$ cat src/rtl/decode_stage.sv
// MIPS-I decode stage: one registered output slot with valid/ready handshake,
// load-use interlock against the instruction in the slot, and a saturating stall counter.
module decode_stage #(
  parameter int PC_W   = 32,
  parameter int EXT_EN = 1,
  parameter int CNT_W  = 16
) (
  input  logic             clk,
  input  logic             rst_n,
  input  logic             in_valid,
  output logic             in_ready,
  input  logic [31:0]      in_instr,
  input  logic [PC_W-1:0]  in_pc,
  input  logic             flush,
  output logic             out_valid,
  input  logic             out_ready,
  output logic [12:0]      out_op,
  output logic [4:0]       out_rs,
  output logic [4:0]       out_rt,
  output logic [4:0]       out_dst,
  output logic [PC_W-1:0]  out_pc,
  output logic             out_illegal,
  output logic [CNT_W-1:0] stall_cnt
);

  localparam logic [5:0] OPC_RTYPE = 6'h00;
  localparam logic [5:0] OPC_J     = 6'h02;
  localparam logic [5:0] OPC_JAL   = 6'h03;
  localparam logic [5:0] OPC_BEQ   = 6'h04;
  localparam logic [5:0] OPC_BNE   = 6'h05;
  localparam logic [5:0] OPC_ADDIU = 6'h09;
  localparam logic [5:0] OPC_ORI   = 6'h0D;
  localparam logic [5:0] OPC_LUI   = 6'h0F;
  localparam logic [5:0] OPC_LW    = 6'h23;
  localparam logic [5:0] OPC_SW    = 6'h2B;

  localparam logic [5:0] FN_JR     = 6'h08;
  localparam logic [5:0] FN_ADDU   = 6'h21;
  localparam logic [5:0] FN_SUBU   = 6'h23;
  localparam logic [5:0] FN_SLT    = 6'h2A;

  localparam int B_ADDU  = 0;
  localparam int B_SUBU  = 1;
  localparam int B_ORI   = 2;
  localparam int B_LUI   = 3;
  localparam int B_LW    = 4;
  localparam int B_SW    = 5;
  localparam int B_BEQ   = 6;
  localparam int B_J     = 7;
  localparam int B_JAL   = 8;
  localparam int B_JR    = 9;
  localparam int B_ADDIU = 10;
  localparam int B_BNE   = 11;
  localparam int B_SLT   = 12;

  localparam logic             EXT     = (EXT_EN != 0);
  localparam logic [CNT_W-1:0] CNT_MAX = {CNT_W{1'b1}};

  logic [5:0]  in_opc;
  logic [5:0]  in_fn;
  logic [4:0]  in_rs;
  logic [4:0]  in_rt;
  logic [4:0]  in_rd;

  logic [12:0] dec_op;
  logic        dec_illegal;
  logic [4:0]  dec_dst;
  logic        dec_rs_read;
  logic        dec_rt_read;

  logic             hazard;
  logic             accept;

  logic             out_valid_q, out_valid_d;
  logic [12:0]      out_op_q, out_op_d;
  logic [4:0]       out_rs_q, out_rs_d;
  logic [4:0]       out_rt_q, out_rt_d;
  logic [4:0]       out_dst_q, out_dst_d;
  logic [PC_W-1:0]  out_pc_q, out_pc_d;
  logic             out_illegal_q, out_illegal_d;
  logic [CNT_W-1:0] stall_cnt_q, stall_cnt_d;

  assign in_opc = in_instr[31:26];
  assign in_rs  = in_instr[25:21];
  assign in_rt  = in_instr[20:16];
  assign in_rd  = in_instr[15:11];
  assign in_fn  = in_instr[5:0];

  // Decoder: illegal encodings leave op, dst and read flags at zero so they never interlock.
  always_comb begin
    dec_op      = '0;
    dec_illegal = 1'b0;
    dec_dst     = '0;
    dec_rs_read = 1'b0;
    dec_rt_read = 1'b0;
    case (in_opc)
      OPC_RTYPE: begin
        if (in_instr != 32'h0) begin
          case (in_fn)
            FN_ADDU: begin
              dec_op[B_ADDU] = 1'b1;
              dec_dst        = in_rd;
              dec_rs_read    = 1'b1;
              dec_rt_read    = 1'b1;
            end
            FN_SUBU: begin
              dec_op[B_SUBU] = 1'b1;
              dec_dst        = in_rd;
              dec_rs_read    = 1'b1;
              dec_rt_read    = 1'b1;
            end
            FN_JR: begin
              dec_op[B_JR] = 1'b1;
              dec_rs_read  = 1'b1;
            end
            FN_SLT: begin
              if (EXT) begin
                dec_op[B_SLT] = 1'b1;
                dec_dst       = in_rd;
                dec_rs_read   = 1'b1;
                dec_rt_read   = 1'b1;
              end else begin
                dec_illegal = 1'b1;
              end
            end
            default: dec_illegal = 1'b1;
          endcase
        end
      end
      OPC_ORI: begin
        dec_op[B_ORI] = 1'b1;
        dec_dst       = in_rt;
        dec_rs_read   = 1'b1;
      end
      OPC_LUI: begin
        dec_op[B_LUI] = 1'b1;
        dec_dst       = in_rt;
      end
      OPC_LW: begin
        dec_op[B_LW] = 1'b1;
        dec_dst      = in_rt;
        dec_rs_read  = 1'b1;
      end
      OPC_SW: begin
        dec_op[B_SW] = 1'b1;
        dec_rs_read  = 1'b1;
        dec_rt_read  = 1'b1;
      end
      OPC_BEQ: begin
        dec_op[B_BEQ] = 1'b1;
        dec_rs_read   = 1'b1;
        dec_rt_read   = 1'b1;
      end
      OPC_J: begin
        dec_op[B_J] = 1'b1;
      end
      OPC_JAL: begin
        dec_op[B_JAL] = 1'b1;
        dec_dst       = 5'd31;
      end
      OPC_ADDIU: begin
        if (EXT) begin
          dec_op[B_ADDIU] = 1'b1;
          dec_dst         = in_rt;
          dec_rs_read     = 1'b1;
        end else begin
          dec_illegal = 1'b1;
        end
      end
      OPC_BNE: begin
        if (EXT) begin
          dec_op[B_BNE] = 1'b1;
          dec_rs_read   = 1'b1;
          dec_rt_read   = 1'b1;
        end else begin
          dec_illegal = 1'b1;
        end
      end
      default: dec_illegal = 1'b1;
    endcase
  end

  // A load sitting in the slot blocks any consumer of its destination until it has left.
  assign hazard = in_valid & out_valid_q & out_op_q[B_LW] & (out_dst_q != 5'd0) &
                  ((dec_rs_read & (in_rs == out_dst_q)) |
                   (dec_rt_read & (in_rt == out_dst_q)));

  assign in_ready = (~out_valid_q | out_ready) & ~hazard & ~flush;
  assign accept   = in_valid & in_ready;

  always_comb begin
    out_valid_d   = out_valid_q;
    out_op_d      = out_op_q;
    out_rs_d      = out_rs_q;
    out_rt_d      = out_rt_q;
    out_dst_d     = out_dst_q;
    out_pc_d      = out_pc_q;
    out_illegal_d = out_illegal_q;
    stall_cnt_d   = stall_cnt_q;
    if (flush) begin
      out_valid_d = 1'b0;
    end else if (accept) begin
      out_valid_d   = 1'b1;
      out_op_d      = dec_op;
      out_rs_d      = in_rs;
      out_rt_d      = in_rt;
      out_dst_d     = dec_dst;
      out_pc_d      = in_pc;
      out_illegal_d = dec_illegal;
    end else if (out_ready) begin
      out_valid_d = 1'b0;
    end
    if (hazard && !flush && (stall_cnt_q != CNT_MAX)) begin
      stall_cnt_d = stall_cnt_q + 1'b1;
    end
  end

  always_ff @(posedge clk or negedge rst_n) begin
    if (!rst_n) begin
      out_valid_q   <= 1'b0;
      out_op_q      <= '0;
      out_rs_q      <= '0;
      out_rt_q      <= '0;
      out_dst_q     <= '0;
      out_pc_q      <= '0;
      out_illegal_q <= 1'b0;
      stall_cnt_q   <= '0;
    end else begin
      out_valid_q   <= out_valid_d;
      out_op_q      <= out_op_d;
      out_rs_q      <= out_rs_d;
      out_rt_q      <= out_rt_d;
      out_dst_q     <= out_dst_d;
      out_pc_q      <= out_pc_d;
      out_illegal_q <= out_illegal_d;
      stall_cnt_q   <= stall_cnt_d;
    end
  end

  assign out_valid   = out_valid_q;
  assign out_op      = out_op_q;
  assign out_rs      = out_rs_q;
  assign out_rt      = out_rt_q;
  assign out_dst     = out_dst_q;
  assign out_pc      = out_pc_q;
  assign out_illegal = out_illegal_q;
  assign stall_cnt   = stall_cnt_q;

endmodule

$ cat config.mk
export PLATFORM = sky130hd
export DESIGN_NAME = decode_stage
export DESIGN_NICKNAME = d
export VERILOG_FILES = /design/src/rtl/decode_stage.sv
export SDC_FILE = /design/constraint.sdc
export NUM_CORES = 1
export LEC_CHECK = 0
export ABC_AREA = 0
export ABC_CLOCK_PERIOD_IN_PS = 6120
export CELL_PAD_IN_SITES_DETAIL_PLACEMENT = 2
export CELL_PAD_IN_SITES_GLOBAL_PLACEMENT = 2
export CORE_AREA = 10 10 148 109
export CTS_CLUSTER_DIAMETER = 120
export DETAILED_ROUTE_END_ITERATION = 6
export DIE_AREA = 0 0 158 119
export PLACE_DENSITY = 0.82
export SKIP_CTS_REPAIR_TIMING = 1
export SYNTH_ARGS = -nofsm -noshare
export SYNTH_HDL_FRONTEND = slang
export SYNTH_SLANG_ARGS = --single-unit
$ cat constraint.sdc
create_clock -name clk -period 6.12 [get_ports clk]
set_input_delay 0.918 -clock clk [delete_from_list [all_inputs] [get_ports clk]]
set_output_delay 0.918 -clock clk [all_outputs]
set_load 0.01 [all_outputs]
* Word-level counts from Yosys, hierarchy flattened
Index checks and enable logic that the tools add are counted.
** Operators by class
- Multiplexer cells :: 34
- $add $sub $neg :: 1
- Reduce and logical (&&, ||, !) cells :: 14
- Bitwise operators :: 14
- Equality and inequality tests :: 16
** Operator list (count)
- 32-bit nonzero test :: 1
- 6-bit == test (second input constant) :: 5
- 1-bit 2-to-1 mux :: 26
- 6-bit by 4-bit == test with 1-bit output (second input constant) :: 4
- 16-bit by 1-bit adder with 16-bit output (second input constant) :: 1
- 16-bit != test (second input constant) :: 1
- 5-bit one-hot mux with 3 select lines :: 1
- 6-bit by 2-bit == test with 1-bit output (second input constant) :: 2
- 6-bit by 3-bit == test with 1-bit output (second input constant) :: 2
- 5-bit == test :: 2
- 5-bit 2-to-1 mux :: 2
- 1-bit bitwise AND :: 9
- 9-bit OR reduction :: 1
- 4-bit OR reduction :: 2
- 6-bit logical NOT :: 1
- 1-bit one-hot mux with 2 select lines :: 3
- 3-bit OR reduction :: 2
- 6-bit OR reduction :: 1
- 5-bit nonzero test :: 1
- 2-bit 2-to-1 mux :: 2
- 1-bit NOT :: 3
- 3-bit nonzero test :: 1
- 1-bit logical AND :: 2
- 1-bit bitwise OR :: 2
- other kinds (2) :: 2
** Word-level totals
- Bits of input ports :: 69
- Logic and storage cells :: 87
- Output and inout port bits :: 79
- Register bits after elaboration :: 78

* Longest topological paths before layout
Gate-level depths: netlist of run 1.
- Depth in word-level cells :: 14
- Gate-level depth with buffers :: 10

* Worst setup path before layout of run 1
OpenSTA, ideal clock, no wires.
- Path type :: input-to-output
- Start :: in in_instr[31]
- End :: out in_ready
- Arrival time :: 2.512 ns
- Path slack :: 2.690 ns
- Cell stages on the path :: 7
- Buffers on the path :: 1
- Data required time :: 5.202 ns
- Path through :: buf_6 or4_4 or2_1 o22ai_1 a22oi_4 and2b_2 nor3b_1
** Between the ends
- Word-level cells in the longest chain between the ends :: 9
- Elaborated cells between the ends (all ways) :: 21
- Those cells by class :: eq/ne: 6; mux: 4; bitwise: 7; reduce/logical: 4
** Ends and longest elaborated chain
- start, declared :: RTL line 12 : input logic [31:0] in_instr,
- 6-bit by 3-bit == test with 1-bit output, or another cell as far along :: RTL line 96 : case (in_opc)
- 6-bit OR reduction (no source line), or another cell as far along
- 1-bit one-hot mux with 2 select lines :: RTL line 96
- 1-bit bitwise AND, on equally long branches :: RTL line 185, 186
- 1-bit bitwise OR * :: RTL line 185 : ((dec_rs_read & (in_rs == out_dst_q)) |
- 1-bit bitwise AND * :: RTL line 184 : assign hazard = in_valid & out_valid_q & out_op_q[B_LW] & (out_dst_q != 5'd0) &
- 1-bit NOT * :: RTL line 188 : assign in_ready = (~out_valid_q | out_ready) & ~hazard & ~flush;
- 1-bit bitwise AND * (2 in series) :: RTL line 188
- end, declared :: RTL line 11 : output logic in_ready,
Mark *: on every way between the ends. The rest lies on a longest branch, timed or not.

* Worst setup path after layout of run 1
- Start :: in in_instr[29]
- End :: out in_ready
The elaborated chain is that of the path after synthesis.

==> summary.txt, run 1 <==
Floorplanning
  – Num ports: 148
  – Die height: 119 um
  – Full die area: between 0.015 and 0.02 mm^2
  – Die W: roughly 160 um
  – Core area: 0.01347 mm^2
  – FP Rows: 36
  – Initial core utilization: 28.21%

Yosys
  – Async S/R FF share, synth: 100.0%
  – Mean area per synthesized cell: about 12 um^2
  – Post-Syn Area: 0.003799 mm^2
  – Post-Synthesis Cells: ~310
  – EDFF count, synth: 0
  – Dominant cells by area after synthesis: dfrtp_1, mux2_2, xor2_1, nand2_1, xnor2_1
  – Synthesis-stage register bit count: between 70 and 80
  – Post-synth top flop: dfrtp_1
  – Yosys top cell area share: 51.38%
  – Synth unique cells: 56
  – Register area share after synthesis: about half
  – Yosys top cell by area: dfrtp_1
  – Synthesized net count: 382
  – Cell with the most instances after synthesis: dfrtp_1
  – Ys Warns: 0
  – List of most frequent post-synthesis cells: dfrtp_1, mux2_2, nand2_1

Clock network
  – Htree depth: 3
  – TritonCTS clock tree: done
  – CTS root buf: clkbuf_16
  – CTS Sinks: 78
  – Clk_lat worst skew: around 0.33 ns
  – Clock Path Buffers: 2
  – CTS clk-pin slew, worst paths: 0.06 ns
  – CTS buffer count: 9

Place
  – DP Area: 0.005336 mm^2
  – Dpl hpwl: 10050 um
  – Routability Congestion: 0.8081
  – Setup WS pre-CTS: 1.239 ns
  – Port Buffers: 147
  – # placed instances: ~620

GRT
  – Vias in the first global route: 3550
  – Busiest layer in global routing: met2
  – GR Layer Usage met3: under 10%
  – Pin count of the biggest net entering global routing: 79
  – Met2 usage: 22.61%
  – Met1 GRT Util: 17.91%
  – Gr ovfl total: 0
  – Total GRT Usage: 14.08%
  – Initial antenna violation count: 0
  – Global-route wire length before repair: 21020 um

Power
  – PD cells: 263.6 mW/mm^2
  – Worst VDD drop: 121.7 uV
  – P_leak: 0.002327 uW

Timing
  – Fmax: 0.2048 GHz
  – Tmin final: 4.883 ns
  – Tightest Pin Transition: between 1 and 1.5 ns
  – Final period utilization: between 70% and 80%
  – Final worst slack: 1.237 ns
  – Headroom to the max-slew limit: between 30% and 40%
  – Setup TNS after final layout: 0 ns
  – Final setup vio count: 0
  – Final Hold Fails: 0
  – Final Skew: 0.006666 ns
  – Slew Viols, Final: 0
  – Unrepaired setup endpoints after global routing: no

Worst setup path
  – Critical Path Sink Type: output port
  – Max Fanout on Critical Path: 17
  – Worst setup path class: input port to output port
  – Critical path required time: ~5.2 ns
  – WP data arrival: roughly 4 ns
  – Crit start category: input port

Drt
  – Drt wl/cell: 20.90 um
  – Iter 0 DRT Violations: ~170
  – Total number of vias: slightly above 3000
  – Final ANT Viol Nets: 0
  – Final WL: 13190 um
  – TritonRoute pass-1 iters: 4
  – Number of vias per cell: just under 5
  – Post-route DRC: 0

Layout
  – Post-route cell area: about 0.0057 mm^2
  – Antenna diode count: 0
  – Area growth, synth to finish: 49.28%
  – Fin cells: 631
  – Share of cells above drive strength 1: 17.39%
  – Final net count: 525
  – Fillcell total: 1371

Flow run
  – Max Cap Viol: 0

Worst hold path
  – Worst min-delay path class: register to register

Outcome
  – Status: complete, no violations
## kinds of logic (layout without fill, tap and decap cells)
group           after synthesis  after routing  synth area share [%]
simple gates                102            102                 15.42
fa+ha+maj                     1              1                0.3293
xor+xnor                     25             25                 5.764
compound gates               40             40                 8.696
flops                        78             78                 51.38
mux                          47             47                 13.90
buf+inv                      19            167                 4.512
## power breakdown
group	internal, uW	switching (uW)	total [uW]
registers	569	30.1	599
logic	181	122	303
clock network	379	213	593
## cell type report
type / count / area (um^2) / share of cell area [%]
sequential: 78 / 1952 / 34.42
multi-input combinational: 215 / 1687 / 29.74
clock inverter: 5 / 81.33 / 1.434
timing repair buffer: 147 / 1469 / 25.90
tap: 171 / 214.0 / 3.773
inverter: 4 / 15.01 / 0.2648
clock buffer: 11 / 252.7 / 4.457
## worst paths after layout
check | startpoint | endpoint | slack [ns] | cells past startpoint
worst min register to register | out_op[6]$_DFFE_PN0P_ | out_op[6]$_DFFE_PN0P_ | 0.48 | 2
worst max-delay path | in_instr[29] | in_ready | 1.24 | 8
worst max register to register | out_dst[4]$_DFFE_PN0P_ | out_pc[19]$_DFFE_PN0P_ | 2.93 | 5
max in group asynchronous | rst_n | stall_cnt[13]$_DFFE_PN0P_ | 4.70 | 1
min in group asynchronous | rst_n | out_op[1]$_DFFE_PN0P_ | 0.74 | 1
worst min-delay path | out_op[6]$_DFFE_PN0P_ | out_op[6]$_DFFE_PN0P_ | 0.48 | 2
## stage by stage
stage | hold slack, ns | utilization (%) | power (uW)
2_1_floorplan | 0.5061 | - | 722.4
3_3_place_gp | 0.4637 | 39.62 | 905.0
3_5_place_dp | 0.4737 | 39.62 | 918.9
4_1_cts | 0.4906 | 42.10 | 1526
5_1_grt | 0.5034 | 42.10 | 1573
6_report | 0.4832 | 42.10 | 1495
## flip-flops by register name, indices dropped and copies added (netlist names)
name / flops
out_illegal: 1
out_dst: 5
out_rt: 5
out_pc: 32
stall_cnt: 16
out_op: 13
out_rs: 5
out_valid: 1
## cell usage in the layout, fill, tap and decap left out, types with 2 or more instances in the layout
master           count
bufinv_16            2
clkdlybuf4s50_1    146
a221oi_1             5
nand2b_1             7
nand3b_1             2
and4_1               2
a21oi_1              3
and2b_2              2
o22ai_1              2
nand3_1             11
nand2_1             28
o32a_2               2
nor4_1               8
o31ai_1              5
o211ai_1             2
clkbuf_16            9
inv_1                4
nor4b_1              2
nor2_1               9
nor3b_1              2
nor3_1              10
xor2_1              16
or3_1                2
o41ai_1              4
nand4_1              3
clkbuf_8             2
or4_1                3
xnor2_1              9
mux2_2              46
o21ai_0              8
dfrtp_1             78
## layer usage
metal / vias to the layer above / routed length [um] / part of all wire (%)
li1: 1420 / - / -
met1: 1593 / 5919 / 45
met2: 90 / 6218 / 47
met3: 9 / 969 / 7.3
met4: 0 / 80 / 0.61
met5: - / 0 / 0
## critical path, cell delays in order
cell and delay, ns:
clkdlybuf4s50_1 0.62, or4_4 0.64, or2_1 0.29, o22ai_1 0.37, a22oi_4 0.28, and2b_2 0.32, nor3b_1 0.05, clkdlybuf4s50_1 0.48
(Power assumes the default switching activity.)
==> inputs of run 2 (changes only) <==
- ABC_CLOCK_PERIOD_IN_PS: 6120 -> 5100
- CORE_AREA: 10 10 148 109 -> 10 10 153 113
- DIE_AREA: 0 0 158 119 -> 0 0 163 123
- PLACE_DENSITY: 0.82 -> 0.76
- clock period: 6.12 -> 5.1 ns (I/O delays scaled with it)
==> run 2 against run 1 <==
  * Sequential share of layout area decreased by 0.16 points
  * Combinational power rose by 21%
  * Critical path type unchanged
  * Clock skew is essentially flat
  * Critical endpoint unchanged
  * Core utilization down 2.4 points
  * Clock-buffer cell count is 1 lower
  * Worst setup slack got worse by 0.50 ns
==> summary.txt, run 2 (synthesis results as in run 1) <==
Timing
  – Final Skew: 0.007011 ns (was 0.006666 ns)
  – Tmin final: approximately 4.4 ns
  – Setup TNS after final layout: 0 ns (unchanged)
  – Final Hold Fails: 0 (unchanged)
  – Final period utilization: 85.62%
  – Fmax: 0.2290 GHz
  – Final Hold Slack: 0.4876 ns (was 0.4832 ns)
  – Tightest Pin Transition: 1.033 ns (was 1.016 ns)
  – Final setup vio count: 0 (unchanged)
  – Unrepaired setup endpoints after global routing: no (unchanged)
  – Headroom to the max-slew limit: 31.12% (was 31.62%)
  – Slew Viols, Final: 0 (unchanged)

GRT
  – Pin count of the biggest net entering global routing: 79 (unchanged)
  – Busiest layer in global routing: met2 (unchanged)
  – Global-route wire length before repair: 21130 um (was 21020 um)
  – Total GRT Usage: 13.30% (was 14.08%)
  – Met1 GRT Util: 17.08% (was 17.91%)
  – GR Layer Usage met3: 4.484% (was 5.034%)
  – Vias in the first global route: 3591 (was 3550)
  – Gr ovfl total: 0 (unchanged)
  – Met2 usage: 21.36% (was 22.61%)
  – Initial antenna violation count: 0 (unchanged)

Floorplanning
  – Full die area: 0.02005 mm^2 (was 0.01880 mm^2)
  – Die height: 123 um (was 119 um)
  – Initial core utilization: 26.47% (was 28.21%)
  – Num ports: 148 (unchanged)
  – FP Rows: 37 (was 36)
  – Die W: 163 um (was 158 um)
  – Core area: 0.01435 mm^2 (was 0.01347 mm^2)

Drt
  – TritonRoute pass-1 iters: 4 (unchanged)
  – Post-route DRC: 0 (unchanged)
  – Final ANT Viol Nets: 0 (unchanged)
  – Iter 0 DRT Violations: 159 (was 167)
  – Number of vias per cell: 4.798 (was 4.932)
  – Total number of vias: 3152 (was 3112)
  – Final WL: 13350 um (was 13190 um)
  – Drt wl/cell: 20.32 um (was 20.90 um)

Power
  – PD cells: 311.2 mW/mm^2 (was 263.6 mW/mm^2)
  – P_leak: 0.002327 uW (about the same)
  – Worst VDD drop: 162.9 uV (was 121.7 uV)
  – Tot Pwr: 1773 uW (was 1495 uW)

Clock network
  – Htree depth: 3 (unchanged)
  – Clock Path Buffers: 2 (unchanged)
  – CTS clk-pin slew, worst paths: 0.06 ns (about the same)
  – CTS root buf: clkbuf_16 (unchanged)
  – TritonCTS clock tree: done (unchanged)
  – CTS Sinks: 78 (unchanged)
  – Clk_lat worst skew: 0.33 ns (about the same)
  – CTS buffer count: 9 (unchanged)

Worst setup path
  – Crit start category: input port (unchanged)
  – WP data arrival: 3.60 ns (was 3.96 ns)
  – Critical Path Sink Type: output port (unchanged)
  – Max Fanout on Critical Path: 12 (was 17)
  – Critical path required time: 4.34 ns (was 5.20 ns)
  – Worst setup path class: input port to output port (unchanged)

Place
  – DP Area: 0.005381 mm^2 (was 0.005336 mm^2)
  – Port Buffers: 147 (unchanged)
  – Dpl hpwl: 10210 um (was 10050 um)
  – Routability Congestion: 0.8010 (was 0.8081)

Layout
  – Most common cell after layout, fill and taps aside: clkdlybuf4s50_1 (unchanged)
  – Antenna diode count: 0 (unchanged)
  – Register area: 0.001952 mm^2 (unchanged)
  – Max reg flops: 32 (unchanged)
  – Final Util: 39.69% (was 42.10%)
  – Fillcell total: 1519 (was 1371)
  – Most frequent cells in the layout: clkdlybuf4s50_1, dfrtp_1, mux2_2 (unchanged)
  – Post-route cell area: 0.005697 mm^2 (was 0.005670 mm^2)
  – Share of cells above drive strength 1: 17.53% (was 17.39%)
  – Area growth, synth to finish: 49.97% (was 49.28%)
  – Area of the multi-input gates: 0.001687 mm^2 (unchanged)
  – Final net count: 527 (was 525)

Flow run
  – Max Cap Viol: 0 (unchanged)

Outcome
  – Status: complete, no violations (unchanged)

Worst hold path
  – Worst min-delay path class: register to register (unchanged)
## run 2: cell type report
type / count / share of cell area [%]
Clock inverter: 6 / 1.515
Sequential cell: 78 / 34.26
Inverter: 4 / 0.2636
Tap cell: 195 / 4.283
Clock buffer: 10 / 4.019
Multi-Input combinational cell: 215 / 29.61
Timing Repair Buffer: 149 / 26.05
## run 2: stage by stage
step                      std cells  setup slack (ns)
after detailed placement        641            0.7340
after global routing            657            0.5677
after floorplan                 312             1.976
after global placement          641            0.7889
final                           657            0.7334
after CTS                       657            0.7317
## run 2: worst max-delay path, cell delays in order
cell	delay (ns)
clkdlybuf4s50_1	0.63
or4_4	0.64
or2_1	0.30
o22ai_1	0.34
a22oi_4	0.14
and2b_2	0.24
nor3b_1	0.04
clkdlybuf4s50_1	0.51
## run 2: per-layer routing
metal	share of wire (%)	vias up
li1	-	1424
met1	45	1616
met2	47	104
met3	6.8	8
met4	0.68	0
met5	0	-
## run 2: power breakdown
part / switching, uW / internal (uW)
logic: 149 / 218
clock network: 258 / 428
registers: 37.2 / 682
total: 445 / 1330
## run 2: final timing paths
path / from / to / slack [ns] / cells past startpoint
setup / recovery: in_instr[29] / in_ready / 0.73 / 8
hold / removal: out_op[3]$_DFFE_PN0P_ / out_op[3]$_DFFE_PN0P_ / 0.49 / 2
setup reg to reg: out_dst[1]$_DFFE_PN0P_ / out_op[2]$_DFFE_PN0P_ / 2.00 / 6
hold reg to reg: out_op[3]$_DFFE_PN0P_ / out_op[3]$_DFFE_PN0P_ / 0.49 / 2
max in group asynchronous: rst_n / stall_cnt[8]$_DFFE_PN0P_ / 3.82 / 1
min in group asynchronous: rst_n / out_op[1]$_DFFE_PN0P_ / 0.60 / 1
==> RTL edit, RTL diff (flow settings as in run 2) <==
The parameter `EXT_EN` goes from 1 to 0.
--- a/src/rtl/decode_stage.sv
+++ b/src/rtl/decode_stage.sv
@@ -3,5 +3,5 @@
 module decode_stage #(
   parameter int PC_W   = 32,
-  parameter int EXT_EN = 1,
+  parameter int EXT_EN = 0,
   parameter int CNT_W  = 16
 ) (
Check against the original RTL: not equivalent (Yosys sat finds a counterexample within 4 cycles, from zero or initial values and one cycle with rst_n low).
==> RTL edit against run 2 <==
Synthesized cell count is 8.3% lower. Setup slack better by 0.11 ns. Cell count decreased by 4.3%. Sequential cell count down 3. Power increased by 0.25%. Wire length down 2.3%. Area after synthesis decreased by 6.0%. Critical path depth down 1. Design area is 3.2% lower.
==> RTL edit: results <==
set metrics [dict create \
    dp_hpwl_mm 10.3 \
    m1WireLength_mm 5.55 \
    grt_pass1_vias 3421 \
    worst_slew_pin_slew_ns 0.985 \
    ys_seq_area_share_pct 52.6 \
    grt_start_max_net_pins 76 \
    avgRoutedWirePerCell_um 20.7 \
    synth_compound_area_share_pct 3.96 \
    yosysUniqueCellTypes 50 \
    route.met3.wl_mm 1.14 \
    met2_usage_pct 21.5 \
    peakVddDrop_mv 0.166 \
    path_max_fanout 11 \
    slowest_stage "clkdlybuf4s50_1" \
    synthXorXnorAreaFrac_pct 6.38 \
    drive_gt1_share_pct 19.4 \
    vias 2916 \
    nNetsFinal 499 \
    crit_arrival_ns 3.50 \
    clock_power_share_pct 41.6 \
    dr_wl_met2_mm 6.28 \
    p_leak_nw 2.25 \
    dr.max_layer_used "met4" \
    worstHoldStart "stall_cnt[5]" \
    cts_root_buffer "clkbuf_16" \
    met1_usage_pct 15.0 \
    synthMuxAreaShare_pct 18.6 \
    synthTopCellsByArea "dfrtp_1, mux2_2, xor2_1" \
    track_usage_pct 13.0 \
    htree_num_levels 3 \
    dr.first_iter.drc_count 122 \
    clock-skew-final_ns 0.00726 \
    slowest_delay_ns 0.59 \
    p_int_mw 1.34 \
    power_frac_seq_pct 38.9 \
    synth_common_cells "dfrtp_1, mux2_2, xor2_1, nand2_1, nor4_1" \
    place_ws_ns 0.828 \
    portBuffers 144 \
    gp_congestion 0.776 \
    synthAdderAreaFrac_pct 0.351 \
    status "finished, final reports clean" \
    grt_first_pass_wirelength_mm 20.3 \
    grtUsageMet3_pct 6.24 \
    sequentialPower_mw 0.691 \
    grt_antenna_before_repair 0 \
]
[RTL edit: cell count changes after synthesis, moves of 6 or more]
cell	before	now
nor2_1	9	3
nand2_1	28	15
mux2_2	46	56
nand2b_1	7	1
[RTL edit: final timing paths]
kind | end | slack (ns) | cells past startpoint
max in group asynchronous | out_pc[19] | 3.87 | 1
setup reg to reg | out_pc[22] | 2.16 | 6
setup / recovery | in_ready | 0.84 | 7
hold / removal | stall_cnt[5] | 0.50 | 1
min in group asynchronous | out_op[8] | 0.58 | 1
hold reg to reg | stall_cnt[5] | 0.50 | 1
[RTL edit: final cells by class]
cell class                      count  area (um^2)
Inverter                            5         18.8
Tap cell                          195          244
Multi-Input combinational cell    191         1570
Clock buffer                       10          229
Fill cell                        1488         8830
Clock inverter                      6          114
Sequential cell                    75         1880
Timing Repair Buffer              147         1460
[RTL edit: per-stage QoR]
stage	cells	instance area (um^2)
floorplan	288	3580
global placement	613	5170
detailed placement	613	5170
CTS	629	5520
global route	629	5520
finish	629	5520
